**src/rtl/pattern_match_ctrl.sv**
```systemverilog
// Serial bit-pattern detector with IDLE/RUN/DONE run control and a hit counter.
// match is registered one cycle after the completing bit; a run ends on max hits or abort.
module pattern_match_ctrl (
  input  logic       clk,
  input  logic       reset,
  input  logic       start,
  input  logic       abort,
  input  logic [7:0] cfg_pattern,
  input  logic [2:0] cfg_len,
  input  logic       cfg_overlap,
  input  logic [7:0] cfg_max_hits,
  input  logic       in_valid,
  input  logic       in_bit,
  output logic       busy,
  output logic       done,
  output logic       match,
  output logic [7:0] hit_count
);

  typedef enum logic [1:0] {IDLE, RUN, DONE} state_t;

  state_t     state, state_nxt;
  logic [7:0] pat_q, max_q;
  logic [2:0] len_q;
  logic       ovl_q;
  logic [7:0] sh;
  logic [3:0] hist;

  logic       accept, hit, last_hit;
  logic [7:0] win, mask;
  logic [3:0] hist_inc, len_p1;

  // abort wins over a bit presented in the same cycle
  assign accept   = (state == RUN) && in_valid && !abort;
  assign win      = {sh[6:0], in_bit};
  assign mask     = 8'hFF >> (3'd7 - len_q);
  assign hist_inc = (hist == 4'd8) ? 4'd8 : hist + 4'd1;
  assign len_p1   = {1'b0, len_q} + 4'd1;
  assign hit      = accept && (((win ^ pat_q) & mask) == 8'h00) && (hist_inc >= len_p1);
  assign last_hit = hit && (max_q != 8'd0) && ((hit_count + 8'd1) == max_q);

  assign busy = (state == RUN);
  assign done = (state == DONE);

  always_comb begin
    state_nxt = state;
    case (state)
      IDLE: if (start) state_nxt = RUN;
      RUN: begin
        if (abort)         state_nxt = IDLE;
        else if (last_hit) state_nxt = DONE;
      end
      DONE:    state_nxt = IDLE;
      default: state_nxt = IDLE;
    endcase
  end

  always_ff @(posedge clk) begin
    if (reset) state <= IDLE;
    else       state <= state_nxt;
  end

  always_ff @(posedge clk) begin
    if (reset) begin
      pat_q     <= 8'h00;
      max_q     <= 8'h00;
      len_q     <= 3'd0;
      ovl_q     <= 1'b0;
      sh        <= 8'h00;
      hist      <= 4'd0;
      hit_count <= 8'h00;
      match     <= 1'b0;
    end else begin
      match <= hit;
      if (state == IDLE && start) begin
        pat_q     <= cfg_pattern;
        max_q     <= cfg_max_hits;
        len_q     <= cfg_len;
        ovl_q     <= cfg_overlap;
        sh        <= 8'h00;
        hist      <= 4'd0;
        hit_count <= 8'h00;
      end else if (accept) begin
        sh <= win;
        // non-overlapping mode forgets every bit of the matched pattern
        hist <= (hit && !ovl_q) ? 4'd0 : hist_inc;
        if (hit && hit_count != 8'hFF) hit_count <= hit_count + 8'd1;
      end
    end
  end

endmodule

```
**config.mk**
```make
export PLATFORM = sky130hd
export DESIGN_NAME = pattern_match_ctrl
export DESIGN_NICKNAME = d
export VERILOG_FILES = /design/src/rtl/pattern_match_ctrl.sv
export SDC_FILE = /design/constraint.sdc
export NUM_CORES = 1
export LEC_CHECK = 0
export BUFFER_PORTS_ARGS = -buffer_cell sky130_fd_sc_hd__buf_2
export CORE_ASPECT_RATIO = 0.6
export CORE_MARGIN = 8
export CORE_UTILIZATION = 25
export DETAILED_ROUTE_END_ITERATION = 12
export PLACE_DENSITY = 0.47
export SLEW_MARGIN = 5
export SYNTH_ARGS = -nofsm -noshare
export SYNTH_HDL_FRONTEND = slang
export SYNTH_SLANG_ARGS = --single-unit
```
**constraint.sdc**
```tcl
create_clock -name clk -period 2.95 [get_ports clk]
set_input_delay 0.885 -clock clk [delete_from_list [all_inputs] [get_ports clk]]
set_output_delay 0.885 -clock clk [all_outputs]
set_load 0.01 [all_outputs]
```
=== Word level (Yosys, flattened, before mapping) ===
Cells that the tools add are included.

* Bits in registers: 42
* Input port bits: 26

* Add/subtract/negate cells: 4
* $lt $le $gt $ge: 1
* Eq/ne operators: 7
* Shift operators: 1
* Muxes and demuxes: 6
* Bitwise logic cells: 2
* Reductions and logical operators: 17

{| class="wikitable"
|+ Operators by type and width
! cell !! number
|-
| $logic_and 1x1->1 || 9
|-
| $add 8x1->8 const B || 1
|-
| $and 8x8->8 || 1
|-
| $eq 8x8->1 || 1
|-
| $logic_not 8->1 || 1
|-
| $mux 4 || 2
|-
| $ne 8x8->1 const B || 1
|-
| $reduce_bool 8->1 || 1
|-
| $shr 8x3->8 const A || 1
|-
| $xor 8x8->8 || 1
|-
| $mux 2 || 3
|-
| $add 3x1->4 const B || 1
|-
| $add 4x1->4 const B || 1
|-
| $eq 4x4->1 const B || 1
|-
| $ge 4x4->1 || 1
|-
| $pmux 2 s2 || 1
|-
| $reduce_and 2->1 || 2
|-
| $ne 3x2->1 const B || 1
|-
| $sub 3x3->3 const A || 1
|-
| $eq 2x1->1 const B || 1
|-
| $eq 2x2->1 const B || 1
|-
| $logic_not 1->1 || 2
|-
| $logic_not 2->1 || 1
|-
| $ne 2x2->1 const B || 1
|-
| $reduce_or 2->1 || 1
|}

=== Logic depth before layout (Yosys ltp) ===
Gate-level depths: netlist of the first run.

* Depth after elaboration: 11
* Gate-level depth with buffers: 11

=== Worst setup path before layout of the first run ===
OpenSTA, ideal clock, no wires.

* Path type: input port to flip-flop
* Start: input abort
* End: register hit_count[3]
* Library setup time: 71 ps
* Arrival time: 2331 ps
* Required time: 2879 ps
* Setup slack: 548 ps
* Stages: 6
* Buffers on the path: 0
* Cells stage by stage: and4bb_1 o21ai_2 nor4_4 o2111ai_4 or3_1 a21oi_1

* Cells in the longest elaborated chain, start to end: 6

{| class="wikitable"
|+ Ends and longest elaborated chain
! item !! RTL line !! text
|-
| from (decl) || 7 || <nowiki>input logic abort,</nowiki>
|-
| $logic_not 1->1 (*) || 34 || <nowiki>assign accept = (state == RUN) && in_valid && !abort;</nowiki>
|-
| $logic_and 1x1->1 (*) || 34 ||
|-
| $logic_and 1x1->1 (2 in series) || 39 || <nowiki>assign hit = accept && (((win ^ pat_q) & mask) == 8'h00) && (hist_inc >= len_p1);</nowiki>
|-
| $logic_and 1x1->1 || 87 || <nowiki>if (hit && hit_count != 8'hFF) hit_count <= hit_count + 8'd1;</nowiki>
|-
| $reduce_and 2->1 (no line) (*) || n/a ||
|-
| to (signal assigned) || 87 ||
|-
| to (decl) || 17 || <nowiki>output logic [7:0] hit_count</nowiki>
|}

Mark *: on every way between the ends. The rest lies on a longest branch, timed or not.
A chain may end at the register's enable or synchronous reset.

=== Worst setup path in the final report of the first run ===
* Start: register hist[0]
* End: register hit_count[5]

* Cells in the longest elaborated chain, start to end: 6
* Elaborated cells between the ends (all ways): 7
* Classes of those cells: add/sub: 1; order compare: 1; eq/ne: 1; mux: 1; reduce/logical: 3

{| class="wikitable"
|+ Ends and longest elaborated chain
! item !! RTL line !! text
|-
| from (decl) || 27 || <nowiki>logic [3:0] hist;</nowiki>
|-
| from (signal assigned) || 86 || <nowiki>hist <= (hit && !ovl_q) ? 4'd0 : hist_inc;</nowiki>
|-
| $add 4x1->4 or $eq 4x4->1 (tied branches) || 37 || <nowiki>assign hist_inc = (hist == 4'd8) ? 4'd8 : hist + 4'd1;</nowiki>
|-
| $mux 4 (*) || 37 ||
|-
| $ge 4x4->1 (*) || 39 ||
|-
| $logic_and 1x1->1 (*) || 39 ||
|-
| $logic_and 1x1->1 (*) || 87 ||
|-
| $reduce_and 2->1 (no line) (*) || n/a ||
|}

Marks and branches as above.

==> reports/results.tsv, run 1 <==
stage	metric	value	unit
synthesis	yosys.area_share.adder	6.33	%
synthesis	yosysSeqAreaShare	38.7	%
layout	postLayoutCellArea	2640	µm²
route	post_drt_wl_per_cell	14.5	µm
timing	rsz0062_at_grt	no	
die	fp.dieW	136	µm
layout	fill_cells	924	
layout	drive_gt1_share	16.2	%
worst_setup_path	cp_data_required_time	3.16	ns
die	dieHeight	88.2	µm
synthesis	ys_warn_count	0	
route	first_pass_iters	4	
synthesis	synthMuxAreaShare	1.38	%
place	portBuffers	36	
layout	fin_util	31.1	%
clock_tree	cts_buffers	5	
timing	clock_skew	0.00661	ns
clock_tree	worstSkewPairLatency	0.29	ns
layout	diodes	0	
place	gp_congestion	0.816	
synthesis	postSynthNetCount	311	
synthesis	yosys.area_share.xor_xnor	8.86	%
place	placed_area	2470	µm²
grt	antenna_found_initial	0	
synthesis	synth_top_family_by_area	simple AND/OR/NAND/NOR gates	
worst_setup_path	crit_path_end_kind	flop	
layout	regArea	841	µm²
clock_tree	post_cts_buffers	0	
run	drv_cap	0	
layout	nets	344	
synthesis	synth-simple-area-share	25.7	%
place	dp_cells	412	
timing	fin_tns_setup	0	ns
route	drc	0	
clock_tree	clock-sinks	42	
synthesis	synth_area	2170	µm²
layout	finalNonFillerCells	420	
timing	setup_ws	0.309	ns
pwr	p_per_area	523	nW/µm²
place	post-place-ws	0.263	ns
worst_setup_path	critical_path_class	flop to flop	
die	core_area	8490	µm²
route	via_per_inst	4.54	
clock_tree	cts_root_buf	clkbuf_16	
clock_tree	h-tree-depth	2	
synthesis	synth_compound_area_share	15.3	%
layout	area_delta_synth_final	21.3	%
timing	max_slew_margin	53.9	%
die	start_util	25.6	%
layout	most-common-layout-cells	66 x nand2_1, 42 x dfxtp_1, 36 x buf_2	
timing	setup_viol	0	
clock_tree	post_cts_resized	0	
worst_setup_path	cp-start-kind	flop	
clock_tree	cts_tree	yes	
synthesis	synth-seq-cells	42	
run_status	status	complete, no violations	
worst_setup_path	worstPathArrival	2.86	ns
grt	overflow	0	
route	first_iter_violations	128	
clock_tree	cts_hold_buf	0	
route	drtAntennaViolNets	0	
layout	layout_commonest_cell	nand2_1	
min_path	hold_class	flop to flop	
grt	track_usage	10.6	%
layout	multi_input_area	1250	µm²
timing	worstMarginPinSlew	0.691	ns
clock_tree	cts_buffer_depth	2	
grt	grt_max_degree	25	
synthesis	yosysUniqueCellTypes	36	
route	wl	6070	µm
route	num_vias	1908	
timing	fmax	379	MHz
place	dp_hpwl	4670	µm
pwr	ir_drop	0.248	mV
synthesis	synth.avg_cell_area	7.94	µm²
worst_setup_path	path_max_fanout	10	
pwr	p_leak	0.000997	µW
synthesis	synth_cells	274	
die	die-area	12000	µm²
timing	hold_viol_final	0	
grt	first_global_vias	1818	
grt	grt_pass1_wl	9670	µm
clock_tree	clk_pin_slew	0.06	ns
timing	finalMaxSlewViolations	0	
die	ios	37	
die	rows	26	
timing	post-route-min-period	2.64	ns
timing	fin_crit_sh	89.5	%
[per-layer routing]
| metal | vias up | GRT usage (%) | wire (µm) | share of wire (%) |
|---|---|---|---|---|
| met5 | - | 0 | 0 | 0 |
| met4 | 0 | 3.27 | 39 | 0.64 |
| met3 | 4 | 4.08 | 404 | 6.7 |
| met2 | 45 | 12.5 | 2050 | 34 |
| met1 | 863 | 16.2 | 3580 | 59 |
| li1 | 996 | - | - | - |
[Yosys cell counts]
cell type / n / area, µm²
nor4_4: 1 / 21.3
dfxtp_1: 42 / 841
nor3_1: 2 / 10.0
nand4_1: 2 / 12.5
a21oi_1: 35 / 175
o21bai_1: 2 / 15.0
nand2_1: 66 / 248
and3_1: 3 / 18.8
or3_1: 5 / 31.3
nand2b_1: 3 / 18.8
a31o_1: 1 / 8.76
a211oi_1: 1 / 7.51
clkbuf_1: 12 / 45.0
xnor2_1: 16 / 140
o2bb2ai_1: 1 / 8.76
o2111ai_4: 1 / 26.3
inv_1: 9 / 33.8
o21ai_2: 1 / 8.76
ha_1: 11 / 138
o31ai_1: 1 / 7.51
nand3_1: 11 / 55.1
a22oi_1: 2 / 15.0
nor4b_1: 2 / 17.5
xor2_1: 6 / 52.6
o21ai_0: 7 / 35.0
and2_1: 1 / 6.26
nor3b_1: 2 / 15.0
o22ai_1: 2 / 12.5
nor4_1: 3 / 18.8
nor2b_1: 3 / 18.8
nor2_1: 12 / 45.0
a31oi_1: 2 / 12.5
mux2i_1: 3 / 30.0
nand4b_1: 1 / 8.76
and4bb_1: 1 / 12.5
buf_1: 1 / 3.75
[worst paths after layout]
check	startpoint	endpoint	slack [ns]	depth (start not counted)
max	hist[0]$_SDFFE_PP0P_	hit_count[5]$_SDFFE_PP0P_	0.31	11
min reg2reg	pat_q[2]$_SDFFE_PP0P_	pat_q[2]$_SDFFE_PP0P_	0.47	2
max reg2reg	hist[0]$_SDFFE_PP0P_	hit_count[5]$_SDFFE_PP0P_	0.31	11
min	pat_q[2]$_SDFFE_PP0P_	pat_q[2]$_SDFFE_PP0P_	0.47	2
[worst max-delay path, cell delays in order (launching register included)]
cell,delay (ns)
dfxtp_1,0.38
inv_1,0.07
ha_1,0.19
nand2_1,0.08
o21ai_0,0.15
ha_1,0.32
nand2b_1,0.09
a211oi_1,0.07
o21bai_1,0.39
o2111ai_4,0.29
or3_1,0.41
a21oi_1,0.15
[kinds of logic after synthesis]
logic type                 after synthesis
and+or+nand+nor                        118
AOI/OAI and AO/OA                       56
DFF                                     42
xor gates and xnor gates                22
buffers and inverters                   22
adders and majority gates               11
muxes                                    3
[sequential cells by signal (all words and copies together), names as in the netlist]
| name | cells |
|---|---|
| pat_q | 8 |
| ovl_q | 1 |
| hist | 4 |
| match | 1 |
| max_q | 8 |
| sh | 7 |
| state | 2 |
| hit_count | 8 |
| len_q | 3 |
[cell type report]
type / count / share of cell area (%)
clock buffers: 5 / 4.74
repair buffers: 39 / 7.68
well taps: 112 / 5.31
clock inverters: 3 / 1.66
inverters: 9 / 1.28
flip-flops and latches: 42 / 31.9
multi-input cells: 210 / 47.4
[power by group]
part	total [µW]	switching [µW]	internal, µW
clock network	638	237	401
logic	136	80.7	54.9
registers	607	20.9	586
[stage by stage]
step | hold slack (ns) | power (µW)
after floorplan | 0.425 | 703
after global placement | 0.457 | 753
after global routing | 0.498 | 1450
after CTS | 0.472 | 1400
final | 0.468 | 1380
after detailed placement | 0.464 | 756
No activity file was read; power rests on OpenSTA's default activity.
==> inputs of run 2 (changes only) <==
--- a/config.mk
+++ b/config.mk
@@ -6,11 +6,11 @@
 export NUM_CORES = 1
 export LEC_CHECK = 0
 export BUFFER_PORTS_ARGS = -buffer_cell sky130_fd_sc_hd__buf_2
-export CORE_ASPECT_RATIO = 0.6
+export CORE_ASPECT_RATIO = 0.7
 export CORE_MARGIN = 8
-export CORE_UTILIZATION = 25
+export CORE_UTILIZATION = 40
 export DETAILED_ROUTE_END_ITERATION = 12
-export PLACE_DENSITY = 0.47
+export PLACE_DENSITY = 0.65
 export SLEW_MARGIN = 5
 export SYNTH_ARGS = -nofsm -noshare
 export SYNTH_HDL_FRONTEND = slang
==> reports/results.tsv, run 2 (same netlist as run 1, synthesis figures left out) <==
stage	metric	value	unit
grt	track_usage	13.0	%
pwr	intPower	912	µW
place	dp_hpwl	3930	µm
clock_tree	h-tree-depth	2	
place	gp_congestion	0.779	
route	first_iter_violations	132	
pwr	swShare	23.6	%
die	rows	22	
pwr	seqPwrFrac	50.7	%
die	core_area	5230	µm²
route	via_per_inst	5.08	
route	first_pass_iters	4	
layout	postLayoutCellArea	2540	µm²
route	num_vias	1930	
timing	fin_crit_sh	88.7	%
worst_setup_path	cpMostUsedCell	ha_1	
layout	drive_gt1_share	16.2	%
place	portBuffers	36	
timing	fin_tns_setup	0	ns
layout	fill_cells	546	
die	dieHeight	77.7	µm
place	placed_area	2430	µm²
grt	grt_pass1_wl	8770	µm
worst_setup_path	worstPathArrival	2.84	ns
timing	max_slew_margin	54.3	%
layout	nets	345	
clock_tree	post_cts_buffers	0	
worst_setup_path	cp-start-kind	flop	
route	post_drt_wl_per_cell	13.5	µm
pwr	clock_power_share	38.2	%
timing	fmax	382	MHz
layout	most-common-layout-cells	66 x nand2_1, 42 x dfxtp_1, 36 x buf_2	
run_status	status	complete, no violations	
layout	layout_commonest_cell	nand2_1	
worst_setup_path	slowest_delay	0.41	ns
timing	rsz0062_at_grt	no	
pwr	p_comb_share	11.1	%
die	start_util	41.6	%
layout	fin_util	48.5	%
timing	worstMarginPinSlew	0.685	ns
pwr	ir_drop	0.249	mV
clock_tree	clk_pin_slew	0.07	ns
clock_tree	cts_buffers	5	
clock_tree	worstSkewPairLatency	0.29	ns
pwr	netSwitchingPower	282	µW
grt	overflow	0	
timing	post-route-min-period	2.62	ns
timing	clock_skew	0.00222	ns
die	fp.dieW	104	µm
pwr	p_leak	0.000975	µW
worst_setup_path	crit_path_end_kind	flop	
die	ios	37	
clock_tree	post_cts_resized	0	
route	wl	5130	µm
grt	first_global_vias	1808	
clock_tree	clock-sinks	42	
clock_tree	cts_hold_buf	0	
min_path	hold_class	flop to flop	
route	drc	0	
route	drtAntennaViolNets	0	
worst_setup_path	crit_slowest_cell	or3_1	
clock_tree	cts_root_buf	clkbuf_8	
clock_tree	cts_tree	yes	
layout	diodes	0	
timing	finalMaxSlewViolations	0	
worst_setup_path	cp_num_buf_inv	1	
layout	area_delta_synth_final	16.7	%
worst_setup_path	cp_data_required_time	3.17	ns
run	drv_cap	0	
grt	grt_max_degree	24	
clock_tree	cts_buffer_depth	2	
timing	hold_viol_final	0	
worst_setup_path	critical_path_class	flop to flop	
grt	antenna_found_initial	0	
worst_setup_path	path_max_fanout	10	
die	die-area	8090	µm²
layout	largest_registers	hit_count: 8 flops, max_q: 8 flops, pat_q: 8 flops	
pwr	p_per_area	470	nW/µm²
worst_setup_path	crit_chain	inv_1, ha_1, nand2_1, o21ai_0, ha_1, nand2b_1, a211oi_1, o21bai_1, o2111ai_4, or3_1, a21oi_1	
timing	setup_viol	0	
worst_setup_path	cp_top_family	compound AO/OA/AOI/OAI gates	
run 2: changes by cell type in the layout (fill, tap and decap cells not counted):
cell / before / now
clkbuf_8: 0 / 6
buf_4: 3 / 4
clkinv_2: 1 / 0
inv_6: 1 / 0
clkbuf_16: 5 / 0
run 2: layout make-up:
cell class              count  area [µm²]  area share, %
multi-input cells         210        1250           49.3
flip-flops and latches     42         841           33.1
repair buffers             40         210           8.28
well taps                  72        90.1           3.55
clock buffers               6        82.6           3.25
inverters                   9        33.8           1.33
clock inverters             1        30.0           1.18
run 2: power by group through the flow:
stage | combinational (µW) | clock (µW) | sequential [µW]
final | 133 | 456 | 605
after global routing | 151 | 487 | 608
after CTS | 133 | 469 | 605
after detailed placement | 132 | 0 | 618
after global placement | 130 | 0 | 617
after floorplan | 91.9 | 0 | 611
run 2: worst paths after layout:
| check | startpoint | depth (start not counted) | end | slack [ns] |
|---|---|---|---|---|
| worst max-delay path | hist[0]$_SDFFE_PP0P_ | 11 | hit_count[5]$_SDFFE_PP0P_ | 0.33 |
| worst min-delay path | sh[6]$_SDFFE_PP0P_ | 2 | sh[6]$_SDFFE_PP0P_ | 0.47 |
| worst max register to register | hist[0]$_SDFFE_PP0P_ | 11 | hit_count[5]$_SDFFE_PP0P_ | 0.33 |
| worst min register to register | sh[6]$_SDFFE_PP0P_ | 2 | sh[6]$_SDFFE_PP0P_ | 0.47 |
run 2: tightest hold or removal path, stage by stage (launching register included):
cell and delay [ns]:
dfxtp_1 0.32, nand2_1 0.05, a21oi_1 0.05
run 2: through the flow:
stage / instances / worst slack [ns] / total power (µW) / hold WS [ns]
2_1_floorplan: 274 / 0.548 / 703 / 0.425
3_3_place_gp: 373 / 0.300 / 747 / 0.458
3_5_place_dp: 373 / 0.253 / 750 / 0.460
4_1_cts: 380 / 0.351 / 1210 / 0.470
5_1_grt: 380 / 0.0884 / 1250 / 0.505
6_report: 380 / 0.332 / 1190 / 0.471
run 2: per-layer routing:
layer	share of wire, %	routed length (µm)	vias up	global-route usage [%]
li1	-	-	995	-
met1	54	2780	863	19.4
met2	36	1860	67	16.8
met3	8.3	427	5	3.47
met4	1.3	69	0	5.32
met5	0	0	-	0
==> inputs of run 3 (changes only) <==
--- a/config.mk
+++ b/config.mk
@@ -5,6 +5,7 @@
 export SDC_FILE = /design/constraint.sdc
 export NUM_CORES = 1
 export LEC_CHECK = 0
+export ABC_AREA = 1
 export BUFFER_PORTS_ARGS = -buffer_cell sky130_fd_sc_hd__buf_2
 export CORE_ASPECT_RATIO = 0.7
 export CORE_MARGIN = 8
==> reports/results.tsv, run 3 <==
stage	metric	value	unit
synthesis	synth_cells	342	
layout	nets	416	
synthesis	synth_top_area_cell	dfxtp_1	
die	ios	37	
route	post_drt_wl_per_cell	13.0	µm
route	drc	0	
layout	area_delta_synth_final	14.9	%
timing	max_slew_margin	50.0	%
grt	first_global_vias	2046	
place	dp_hpwl	4540	µm
die	die-area	8550	µm²
layout	drive_gt1_share	18.2	%
grt	track_usage	14.4	%
route	first_iter_violations	133	
synthesis	synth_edf_count	0	
timing	setup_ws	0.729	ns
worst_setup_path	path_max_fanout	10	
synthesis	synth.top_cell.area_share	36.1	%
pwr	p_per_area	454	nW/µm²
timing	setup_viol	0	
layout	regArea	841	µm²
worst_setup_path	cp-start-kind	flop	
synthesis	synth.most_common_cell	nand2_1	
timing	clock_skew	0.00407	ns
place	post-place-ws	0.720	ns
grt	overflow	0	
timing	finalMaxSlewViolations	0	
synthesis	yosys-top-cells-area	dfxtp_1 36%, nand2_1 11%, inv_1 7.3%	
timing	worstMarginPinSlew	0.749	ns
route	drtAntennaViolNets	0	
worst_setup_path	cp_data_required_time	3.14	ns
clock_tree	cts_buffer_depth	2	
layout	layout_commonest_cell	nand2_1	
layout	largest_registers	hit_count: 8 flops, max_q: 8 flops, pat_q: 8 flops	
synthesis	synth_area	2330	µm²
die	rows	23	
synthesis	postSynthNetCount	379	
synthesis	synth.avg_cell_area	6.80	µm²
timing	hold_viol_final	0	
route	first_pass_iters	5	
clock_tree	post_cts_buffers	0	
run	drv_cap	0	
layout	fill_cells	581	
clock_tree	post_cts_resized	0	
layout	multi_input_area	1260	µm²
pwr	ir_drop	0.196	mV
min_path	hold_class	flop to flop	
clock_tree	cts_buffers	5	
grt	grt_pass1_wl	10100	µm
timing	post-route-min-period	2.22	ns
route	via_per_inst	4.80	
die	core_area	5670	µm²
place	gp_congestion	0.860	
timing	fmax	450	MHz
synthesis	netlist_top_cells_count	69 x nand2_1, 45 x inv_1, 42 x dfxtp_1	
grt	grt_max_degree	36	
synthesis	ys.flop_type	dfxtp_1	
clock_tree	clock-sinks	42	
route	wl	5910	µm
timing	fin_crit_sh	75.3	%
die	dieHeight	79.8	µm
worst_setup_path	crit_path_end_kind	flop	
place	portBuffers	36	
die	fp.dieW	107	µm
run_status	status	complete, no violations	
grt	antenna_found_initial	0	
clock_tree	cts_root_buf	clkbuf_8	
worst_setup_path	critical_path_class	flop to flop	
clock_tree	cts_hold_buf	0	
worst_setup_path	worstPathArrival	2.41	ns
timing	fin_tns_setup	0	ns
clock_tree	worstSkewPairLatency	0.29	ns
die	start_util	41.1	%
clock_tree	h-tree-depth	2	
route	num_vias	2185	
timing	rsz0062_at_grt	no	
pwr	p_leak	0.00121	µW
clock_tree	clk_pin_slew	0.08	ns
synthesis	synth-seq-cells	42	
layout	most-common-layout-cells	69 x nand2_1, 45 x inv_1, 42 x dfxtp_1	
pwr	finalPower	1210	µW
synthesis	yosysUniqueCellTypes	28	
layout	diodes	0	
synthesis	ys_warn_count	0	
synthesis	yosysSeqAreaShare	36.1	%
clock_tree	cts_tree	yes	
synthesis	async_flop_share	0	%
==> run 3: cell types whose count changed in the layout (fill, tap and decap cells not counted), sizes merged, moves of 8 or more <==
cell and change:
xnor2 -14, o21ai +29, nand4 +8, nand3 +13, inv +40, nor2 +35
==> run 3: critical path, stage by stage, from the launching register on <==
cell     delay (ns)
dfxtp_1        0.37
ha_1           0.19
inv_1          0.05
ha_1           0.26
inv_1          0.04
ha_1           0.26
nand2_1        0.05
inv_1          0.06
nand3_1        0.08
nand3_2        0.23
nand4_1        0.20
nor2_1         0.14
nand2_1        0.09
nand2_1        0.06
nand2_1        0.04
==> run 3: kinds of logic (layout without fill, tap and decap cells) <==
family,Yosys count,after routing,synth area share [%]
XOR/XNOR,2,2,0.753
adder cells (fa/ha/maj),11,11,5.91
buffers and inverters,59,97,9.84
flip-flops,42,42,36.1
AO/OA/AOI/OAI,69,69,14.9
AND/OR/NAND/NOR,159,159,32.4
==> run 3: layout make-up <==
cell class	instances	share of cell area, %
well taps	75	3.51
flip-flops and latches	42	31.4
repair buffers	38	7.30
clock inverters	2	0.468
clock buffers	6	3.09
inverters	51	7.20
multi-input cells	241	47.0
==> run 3: through the flow <==
step	utilization (%)	area [µm²]	cells	hold slack, ns
finish	47.2	2680	455	0.477
global route	47.2	2680	455	0.506
CTS	47.2	2680	455	0.475
detailed placement	45.5	2580	447	0.463
global placement	45.5	2580	447	0.460
floorplan	-	2330	342	0.444
==> run 3: final timing paths <==
path,start,endpoint,slack (ns),depth (start not counted)
hold reg to reg,pat_q[1]$_SDFFE_PP0P_,pat_q[1]$_SDFFE_PP0P_,0.48,2
setup reg to reg,len_q[0]$_SDFFE_PP0P_,state[0]$_SDFFE_PP0P_,0.73,14
hold / removal,pat_q[1]$_SDFFE_PP0P_,pat_q[1]$_SDFFE_PP0P_,0.48,2
setup / recovery,len_q[0]$_SDFFE_PP0P_,state[0]$_SDFFE_PP0P_,0.73,14
==> run 3: layer usage <==
metal  track usage [%]  vias up  routed length, µm  part of all wire (%)
met2              18.8       75               2150                    36
met3              4.27        5                432                   7.3
met1              22.0      927               3280                    56
met4              3.22        0                 40                  0.68
li1                  -     1178                  -                     -
met5                 0        -                  0                     0
==> run 3: power breakdown <==
group	internal, µW	switching, µW	total [µW]
clock network	188	205	393
registers	596	23.6	619
logic	71.5	130	201
total	856	358	1210
